$ cat src/rtl/rom_read_arbiter.sv
// rom_read_arbiter
// Round-robin read controller in front of a single-port synchronous ROM.
// Two clients post burst requests (base address, length-1). One burst is
// granted at a time. Consecutive ROM addresses are streamed at one word per
// cycle, and the returned words are tagged with the owning requester.
//
// state | meaning
// ------+-----------------------------------------------------------------
// IDLE  | no burst in flight; requests are sampled and arbitrated here
// BURST | ROM read enable high; address walks from base for len+1 words
// DRAIN | read enable low; the final ROM word is on the response bus
//
// Requests are only looked at in IDLE. A requester therefore has the whole
// BURST/DRAIN window after its ack to drop or change its request. The extra
// IDLE cycle between bursts is deliberate: it keeps the arbiter a plain
// registered decision with no look-ahead.

module rom_read_arbiter #(
    parameter int ADDR_W = 4,
    parameter int DATA_W = 16
) (
    input  logic              clk,
    input  logic              rst_n,

    input  logic              req_0,
    input  logic [ADDR_W-1:0] base_0,
    input  logic [ADDR_W-1:0] len_0,
    output logic              ack_0,

    input  logic              req_1,
    input  logic [ADDR_W-1:0] base_1,
    input  logic [ADDR_W-1:0] len_1,
    output logic              ack_1,

    output logic              rom_rd_en,
    output logic [ADDR_W-1:0] rom_addr,
    input  logic [DATA_W-1:0] rom_data,

    output logic [DATA_W-1:0] rd_data,
    output logic              rd_valid,
    output logic              rd_id,
    output logic              rd_last,
    output logic              busy
);

    typedef enum logic [1:0] {
        IDLE  = 2'd0,
        BURST = 2'd1,
        DRAIN = 2'd2
    } state_t;

    state_t            state;
    logic              prio;
    logic              owner;
    logic [ADDR_W-1:0] cur;
    logic [ADDR_W-1:0] cnt;

    logic              grant_any;
    logic              grant_id;
    logic [ADDR_W-1:0] grant_base;
    logic [ADDR_W-1:0] grant_len;

    // Arbitration: a lone request wins outright, a tie goes to prio.
    always_comb begin
        grant_any  = req_0 | req_1;
        grant_id   = 1'b0;
        if (req_0 && req_1) begin
            grant_id = prio;
        end else if (req_1) begin
            grant_id = 1'b1;
        end
        grant_base = grant_id ? base_1 : base_0;
        grant_len  = grant_id ? len_1  : len_0;
    end

    // Controller FSM with all outputs registered.
    always_ff @(posedge clk) begin
        if (!rst_n) begin
            state     <= IDLE;
            prio      <= 1'b0;
            owner     <= 1'b0;
            cur       <= '0;
            cnt       <= '0;
            ack_0     <= 1'b0;
            ack_1     <= 1'b0;
            rom_rd_en <= 1'b0;
            rd_valid  <= 1'b0;
            rd_last   <= 1'b0;
            busy      <= 1'b0;
        end else begin
            ack_0    <= 1'b0;
            ack_1    <= 1'b0;
            // The ROM answers one cycle after the enable, so the response
            // qualifiers are simply the request-side view delayed by one.
            rd_valid <= rom_rd_en;
            rd_last  <= (state == BURST) && (cnt == '0);

            case (state)
                IDLE: begin
                    if (grant_any) begin
                        ack_0     <= ~grant_id;
                        ack_1     <= grant_id;
                        owner     <= grant_id;
                        prio      <= ~grant_id;
                        cur       <= grant_base;
                        cnt       <= grant_len;
                        rom_rd_en <= 1'b1;
                        busy      <= 1'b1;
                        state     <= BURST;
                    end
                end

                BURST: begin
                    if (cnt != '0) begin
                        // Address wraps naturally at the ROM depth.
                        cur <= cur + ADDR_W'(1);
                        cnt <= cnt - ADDR_W'(1);
                    end else begin
                        rom_rd_en <= 1'b0;
                        state     <= DRAIN;
                    end
                end

                DRAIN: begin
                    busy  <= 1'b0;
                    state <= IDLE;
                end

                default: begin
                    rom_rd_en <= 1'b0;
                    busy      <= 1'b0;
                    state     <= IDLE;
                end
            endcase
        end
    end

    assign rom_addr = cur;
    assign rd_id    = owner;
    assign rd_data  = rom_data;

endmodule

$ cat config.mk
export PLATFORM = sky130hd
export DESIGN_NAME = rom_read_arbiter
export DESIGN_NICKNAME = d
export VERILOG_FILES = /design/src/rtl/rom_read_arbiter.sv
export SDC_FILE = /design/constraint.sdc
export NUM_CORES = 1
export LEC_CHECK = 0
export BUFFER_PORTS_ARGS = -buffer_cell sky130_fd_sc_hd__buf_4
export CAP_MARGIN = 20
export CORE_MARGIN = 2
export CORE_UTILIZATION = 42
export CTS_BUF_LIST = sky130_fd_sc_hd__clkbuf_4 sky130_fd_sc_hd__clkbuf_8 sky130_fd_sc_hd__clkbuf_16
export DETAILED_ROUTE_END_ITERATION = 10
export GPL_ROUTABILITY_DRIVEN = 0
export GPL_TIMING_DRIVEN = 0
export PLACE_DENSITY_LB_ADDON = 0.3
export SLEW_MARGIN = 25
export SYNTH_ARGS = -nofsm -noshare
export SYNTH_HDL_FRONTEND = slang
export SYNTH_SLANG_ARGS = --single-unit
$ cat constraint.sdc
create_clock -name clk -period 2 [get_ports clk]
set_input_delay 0.1 -clock clk [delete_from_list [all_inputs] [get_ports clk]]
set_output_delay 0.1 -clock clk [all_outputs]
set_load 0.02 [all_outputs]
Word level (Yosys, flattened, before mapping). Cells that the tools add are included. W data, S select, Z words.

Memories: 0. Register bits: 18. ROM bits: 0. Bits in writable memories: 0. Bits of input ports: 36. Latch bits: 0. Output and inout bits: 27. Word-level logic and storage cells: 51.

Mux-type cells: 17. Div/mod/pow operators: 0. Equal/unequal tests: 5. Magnitude comparators: 0. $mul: 0. $add $sub $neg: 2. Bitwise operators: 4. Reductions and logical operators: 12. Shift-type cells: 0.

Operators by type and width (count): $mux W4 (6); $pmux W4 S2 (2); $reduce_and A3 Y1 (3); $reduce_and A2 Y1 (3); $add A4 B1 Y4 const B (1); $logic_not A4 Y1 (1); $mux W1 (4); $mux W2 (2); $ne A2 B2 Y1 const B (2); $pmux W2 S2 (1); $reduce_bool A4 Y1 (1); $sub A4 B1 Y4 const B (1); $not A1 Y1 (3); $pmux W1 S3 (1); $eq A2 B1 Y1 const B (1); $eq A2 B2 Y1 const B (1); $logic_and A1 B1 Y1 (2); $logic_not A2 Y1 (1); $ne A2 B1 Y1 const B (1); $pmux W1 S2 (1); $reduce_bool A2 Y1 (1); $or A1 B1 Y1 (1).

Depth between registers and ports, before layout. Gate-level depths: netlist of run 1.

Word-level depth: 5. Mapped depth: 6.

Worst setup path before layout of run 1. Ideal clock, no wire load.

Path kind: register to register. Start: register cnt[0]. End: register cur[3], in the netlist rom_addr[3]. Stages on the path, launching flop included: 7. Slack: 0.461 ns. Path buffers: 0. Arrival time: 1.459 ns. Path through: dfxtp_1 > inv_1 > ha_1 > nor3b_2 > o22a_4 > a211o_1 > a211oi_2.

Word-level cells in the longest chain between the ends: 3.

Ends and longest elaborated chain: start, declared (line 56) `logic [ADDR_W-1:0] cnt;`; start signal, assigned (line 106) `cnt <= grant_len;`; start signal, assigned (line 117) `cnt <= cnt - ADDR_W'(1);`; $reduce_bool A4 Y1 (line 114) `if (cnt != '0) begin`; $ne A2 B1 Y1 (no source line); $reduce_and A3 Y1 (no source line); end signal, assigned (line 105) `cur <= grant_base;`; end signal, assigned (line 116) `cur <= cur + ADDR_W'(1);`; end, declared (line 55) `logic [ADDR_W-1:0] cur;`.

No other way between the ends. A chain may end at the register's enable or synchronous reset.

Worst setup path in the final report of run 1. Ends and elaborated chain as after synthesis.

==> flow_summary.ini, run 1 <==
[run_status]
outcome = complete, no violations

[placed_design]
placed_cells = 195
hpwl_mm = 1.90
io_buffers = 46
dp_slack_ns = 0.281
postPlaceCellArea_um2 = 1420

[routing]
drt_iter0_markers = 14
ant_nets = 0
firstDrtPassIters = 4
via_per_inst = 5.08
wl_per_cell_um = 12.2
routed_wirelength_mm = 2.42
vias = 1010
drc_errors = 0

[floorplanning]
num_rows = 17
pin_count = 63
start_util = 0.455
core-area_um2 = 2280
die_area_um2 = 2880
die_h_um = 53.7
die_w_um = 53.7

[clocking]
numCtsBuffers = 3
htreeDepth = 1
cts_tree = done
post-cts-setup-buffers = 0
clock_path_buffers = 2
root_buffer = clkbuf_4
post_cts_resized = 0
cts.clk_slew.worst_paths_ns = 0.10
cts_sinks = 18
cts_hold_buf = 0
clock_latency_ns = 0.29

[timing]
setup_viol = 0
rsz0062_at_grt = no
fin_skew_ns = 0.00129
final.setup.tns_ns = 0
max_slew_margin = 0.643
tightestPinTransition_ns = 0.530
post-route-period-util = 0.871
whs_ns = 0.0758
setup_ws_ns = 0.258
min_period_ns = 1.74
max_freq_mhz = 574
slew_viol_final = 0
hold_viol_final = 0

[setup_path]
critPathBufInv = 1
slowest_delay_ns = 0.47
path_max_fanout = 8
path_cells = inv_1, ha_1, nor3b_2, nor2_1, a211o_1, a211oi_2
crit_slowest_cell = nor3b_2
cp_data_arrival_time_ns = 1.97
start_kind = flip-flop
worstPathRequired_ns = 2.22
path_class = reg2reg
end_kind = flip-flop
cp_top_family = simple AND/OR/NAND/NOR gates
reg2reg_slack_ns = 0.26
cp.depth = 6
worstRegToRegCells = 6

[power]
leakage_nw = 0.692
ir_worst_vdd_uv = 521
p_per_area_nw_per_um2 = 857

[synth]
synthesis.nets = 159
synth_edf_count = 0
syn_inst = 121
synth_flop_cell = dfxtp_1
ys_async_sr_fraction = 0
synth_cell_types = 35
avgSynthCellArea_um2 = 8.56
seq_area_frac_synth = 0.348
netlist_area_um2 = 1040
yosys_warnings = 0
synth_seq_cells = 18

[min_path]
holdPathStages = 2
hp-class = in2reg

[cells_and_area]
nNetsFinal = 210
layout-drive-gt1-share = 0.421
stdcell_area_um2 = 1450
fillers = 202
diodes = 0
stdcell_count = 199
area_growth_pct = 40.2

[global_routing]
track_usage = 0.189
grt_max_degree = 11
grt-ovfl-total = 0
grt_pass1_vias = 940
grt_antenna_before_repair = 0
grt_pass1_wl_mm = 3.97

[job]
drv_cap = 0
## final cells by class
| type | instances | area [um2] | area share |
|---|---|---|---|
| clock buffers | 4 | 36.3 | 0.0250 |
| plain buffers | 21 | 146 | 0.101 |
| well taps | 28 | 35.0 | 0.0241 |
| flip-flops and latches | 18 | 360 | 0.248 |
| multi-input cells | 79 | 518 | 0.357 |
| inverters | 3 | 11.3 | 0.00775 |
| repair buffers | 46 | 345 | 0.238 |
## stage by stage
step                      total power [mW]   util
after global placement                1.01  0.622
final                                 1.24  0.638
after floorplan                      0.844      -
after detailed placement              1.03  0.622
after global routing                  1.33  0.638
after CTS                             1.26  0.638
## layer usage
metal / vias up / track usage / wire length [um]
met3: 2 / 0.0500 / 268
met4: 0 / 0.0556 / 23
li1: 522 / - / -
met1: 428 / 0.226 / 1040
met5: - / 0 / 0
met2: 58 / 0.327 / 1080
## cells by family after synthesis
logic type               synth area share
AO/OA/AOI/OAI                       0.255
adder cells (fa/ha/maj)            0.0242
buffers and inverters               0.152
flip-flops                          0.348
multiplexers                       0.0193
AND/OR/NAND/NOR                     0.202
## worst reg2reg max path: stages (launching register included)
cell,delay (ns)
dfxtp_1,0.34
inv_1,0.07
ha_1,0.19
nor3b_2,0.47
nor2_1,0.15
a211o_1,0.30
a211oi_2,0.17
## worst paths after layout
kind / start / endpoint
max reg2reg: cnt[0]$_SDFFE_PN0P_ / rom_addr[3]$_SDFFE_PN0P_
min reg2reg: prio$_SDFFE_PN0P_ / prio$_SDFFE_PN0P_
max: cnt[0]$_SDFFE_PN0P_ / rom_addr[3]$_SDFFE_PN0P_
min: rst_n / rd_valid$_SDFF_PN0_
## synthesized netlist by cell type (2+ instances only)
cell	number	share of area
buf_4	16	0.12
o31ai_1	2	0.014
ha_1	2	0.024
inv_1	3	0.011
nand3_1	4	0.019
clkbuf_1	4	0.014
nor2_1	9	0.033
a31oi_1	5	0.030
nor3_1	2	0.0097
nand2b_1	3	0.018
a211oi_1	2	0.014
and3_1	8	0.048
a21oi_1	6	0.029
o21ai_0	6	0.029
nand2_1	5	0.018
mux2i_1	2	0.019
a21boi_0	6	0.043
o211ai_1	2	0.014
dfxtp_1	18	0.35
## power breakdown
group          switching [mW]  leakage, nW  internal, mW
Combinational           0.290        0.522         0.256
Sequential             0.0500        0.149         0.422
Clock                   0.115       0.0210         0.111
Total                   0.455        0.692         0.789
## layout by cell type (no fill, tap or decap), drive strengths merged
cell,instances
nand2,5
a2bb2oi,1
o22ai,1
nor3b,1
nor2,9
nand4b,1
a211oi,3
nand3b,1
a21boi,6
o211ai,2
or2,1
nor3,2
o32ai,1
buf,63
and3,8
ha,2
and2b,1
a211o,1
nand3,4
inv,3
a21oi,6
o21ai,7
nand2b,3
and2,1
o22a,1
dfxtp,18
a311oi,1
or3,1
mux2i,2
o31ai,2
clkbuf,8
a31oi,5
(Power assumes the default switching activity.)
==> inputs of run 2 (changes only) <==
Settings changed: RECOVER_POWER from default to 100.
==> run 2 against run 1 <==
  * Clock power hardly changed
  * Largest cell class unchanged
  * Sequential power about the same
  * Core utilization shrank 4.8 points
  * First-iteration DRC count decreased by 43%
  * Clock skew grew 0.0023 ns
  * Setup slack worse by 0.0061 ns
  * Via count down 0.69%
  * Maximum frequency down 0.35%
  * Critical endpoint unchanged
==> flow_summary.ini, run 2 (synthesis results as in run 1) <==
[run_status]
outcome = complete, no violations

[timing]
slew_viol_final = 0
max_freq_mhz = 572
tightestPinTransition_ns = 0.525
fin_skew_ns = 0.00358
final.setup.tns_ns = 0
post-route-period-util = 0.874
setup_viol = 0
min_period_ns = 1.75
whs_ns = 0.0718
rsz0062_at_grt = no
max_slew_margin = 0.646
hold_viol_final = 0

[setup_path]
path_cells = inv_1, ha_1, nor3b_2, nor2_1, a211o_1, a211oi_1
end_kind = flip-flop
worstPathRequired_ns = 2.22
crit_slowest_cell = nor3b_2
path_max_fanout = 8
path_class = reg2reg
critPathBufInv = 1
cp_data_arrival_time_ns = 1.97
start_kind = flip-flop
slowest_delay_ns = 0.46
cp_top_family = simple AND/OR/NAND/NOR gates

[global_routing]
track_usage = 0.189
grt_max_degree = 11
grt_pass1_vias = 940
grt_pass1_wl_mm = 3.97
grt_antenna_before_repair = 0
grt-ovfl-total = 0

[clocking]
cts_sinks = 18
clock_latency_ns = 0.30
cts.clk_slew.worst_paths_ns = 0.11
numCtsBuffers = 3
clock_path_buffers = 2
post-cts-setup-buffers = 0
post_cts_resized = 0
root_buffer = clkbuf_4
cts_hold_buf = 0
cts_tree = done
htreeDepth = 1

[cells_and_area]
final_common_cell = buf_4
layout-drive-gt1-share = 0.251
nNetsFinal = 210
diodes = 0
area_growth_pct = 29.7
final_cell_mix = buf_4 (35), clkbuf_1 (31), dfxtp_1 (18)

[placed_design]
io_buffers = 46
hpwl_mm = 1.90

[power]
p_per_area_nw_per_um2 = 886
leakage_nw = 0.586
ir_worst_vdd_uv = 483

[floorplanning]
die_h_um = 53.7
die_w_um = 53.7
core-area_um2 = 2280
pin_count = 63
die_area_um2 = 2880
start_util = 0.455
num_rows = 17

[routing]
firstDrtPassIters = 4
drc_errors = 0
vias = 1003
drt_iter0_markers = 8
via_per_inst = 5.04
wl_per_cell_um = 12.1
ant_nets = 0
routed_wirelength_mm = 2.41

[job]
drv_cap = 0

[min_path]
hp-class = in2reg
## run 2: worst paths after layout
path                  startpoint                        to  slack (ns)  depth (start not counted)
min reg2reg    busy$_SDFFE_PN0P_         busy$_SDFFE_PN0P_        0.49                          2
max          cnt[0]$_SDFFE_PN0P_  rom_addr[3]$_SDFFE_PN0P_        0.25                          6
min                        rst_n       rd_valid$_SDFF_PN0_        0.07                          2
max reg2reg  cnt[0]$_SDFFE_PN0P_  rom_addr[3]$_SDFFE_PN0P_        0.25                          6
## run 2: stage by stage
| stage | util | instances | cell area, um2 | setup slack [ns] | total power, mW |
|---|---|---|---|---|---|
| floorplan | - | 121 | 1040 | 0.461 | 0.844 |
| global placement | 0.622 | 195 | 1420 | 0.354 | 1.01 |
| detailed placement | 0.622 | 195 | 1420 | 0.281 | 1.03 |
| CTS | 0.638 | 199 | 1450 | 0.256 | 1.26 |
| global route | 0.590 | 199 | 1340 | 0.0281 | 1.27 |
| finish | 0.590 | 199 | 1340 | 0.252 | 1.19 |
## run 2: layout make-up
cell class                 instances  area [um2]
clock buffer                       4        36.3
inverter                           3        11.3
timing repair buffer              46         244
sequential                        18         360
fill                             241         932
tap                               28        35.0
multi-input combinational         79         510
buffer                            21         146
## run 2: report_power, final
part / internal [mW] / switching [mW] / total [mW] / leakage, nW
combinational: 0.206 / 0.285 / 0.491 / 0.416
sequential: 0.422 / 0.0483 / 0.470 / 0.149
clock: 0.111 / 0.118 / 0.229 / 0.0210
## run 2: metal layers
layer  routed length [um]  part of all wire  global-route usage
met5                    0                 0                   0
met1                 1060              0.44               0.226
met2                 1100              0.46               0.327
met4                   23            0.0096              0.0556
met3                  226             0.094              0.0500
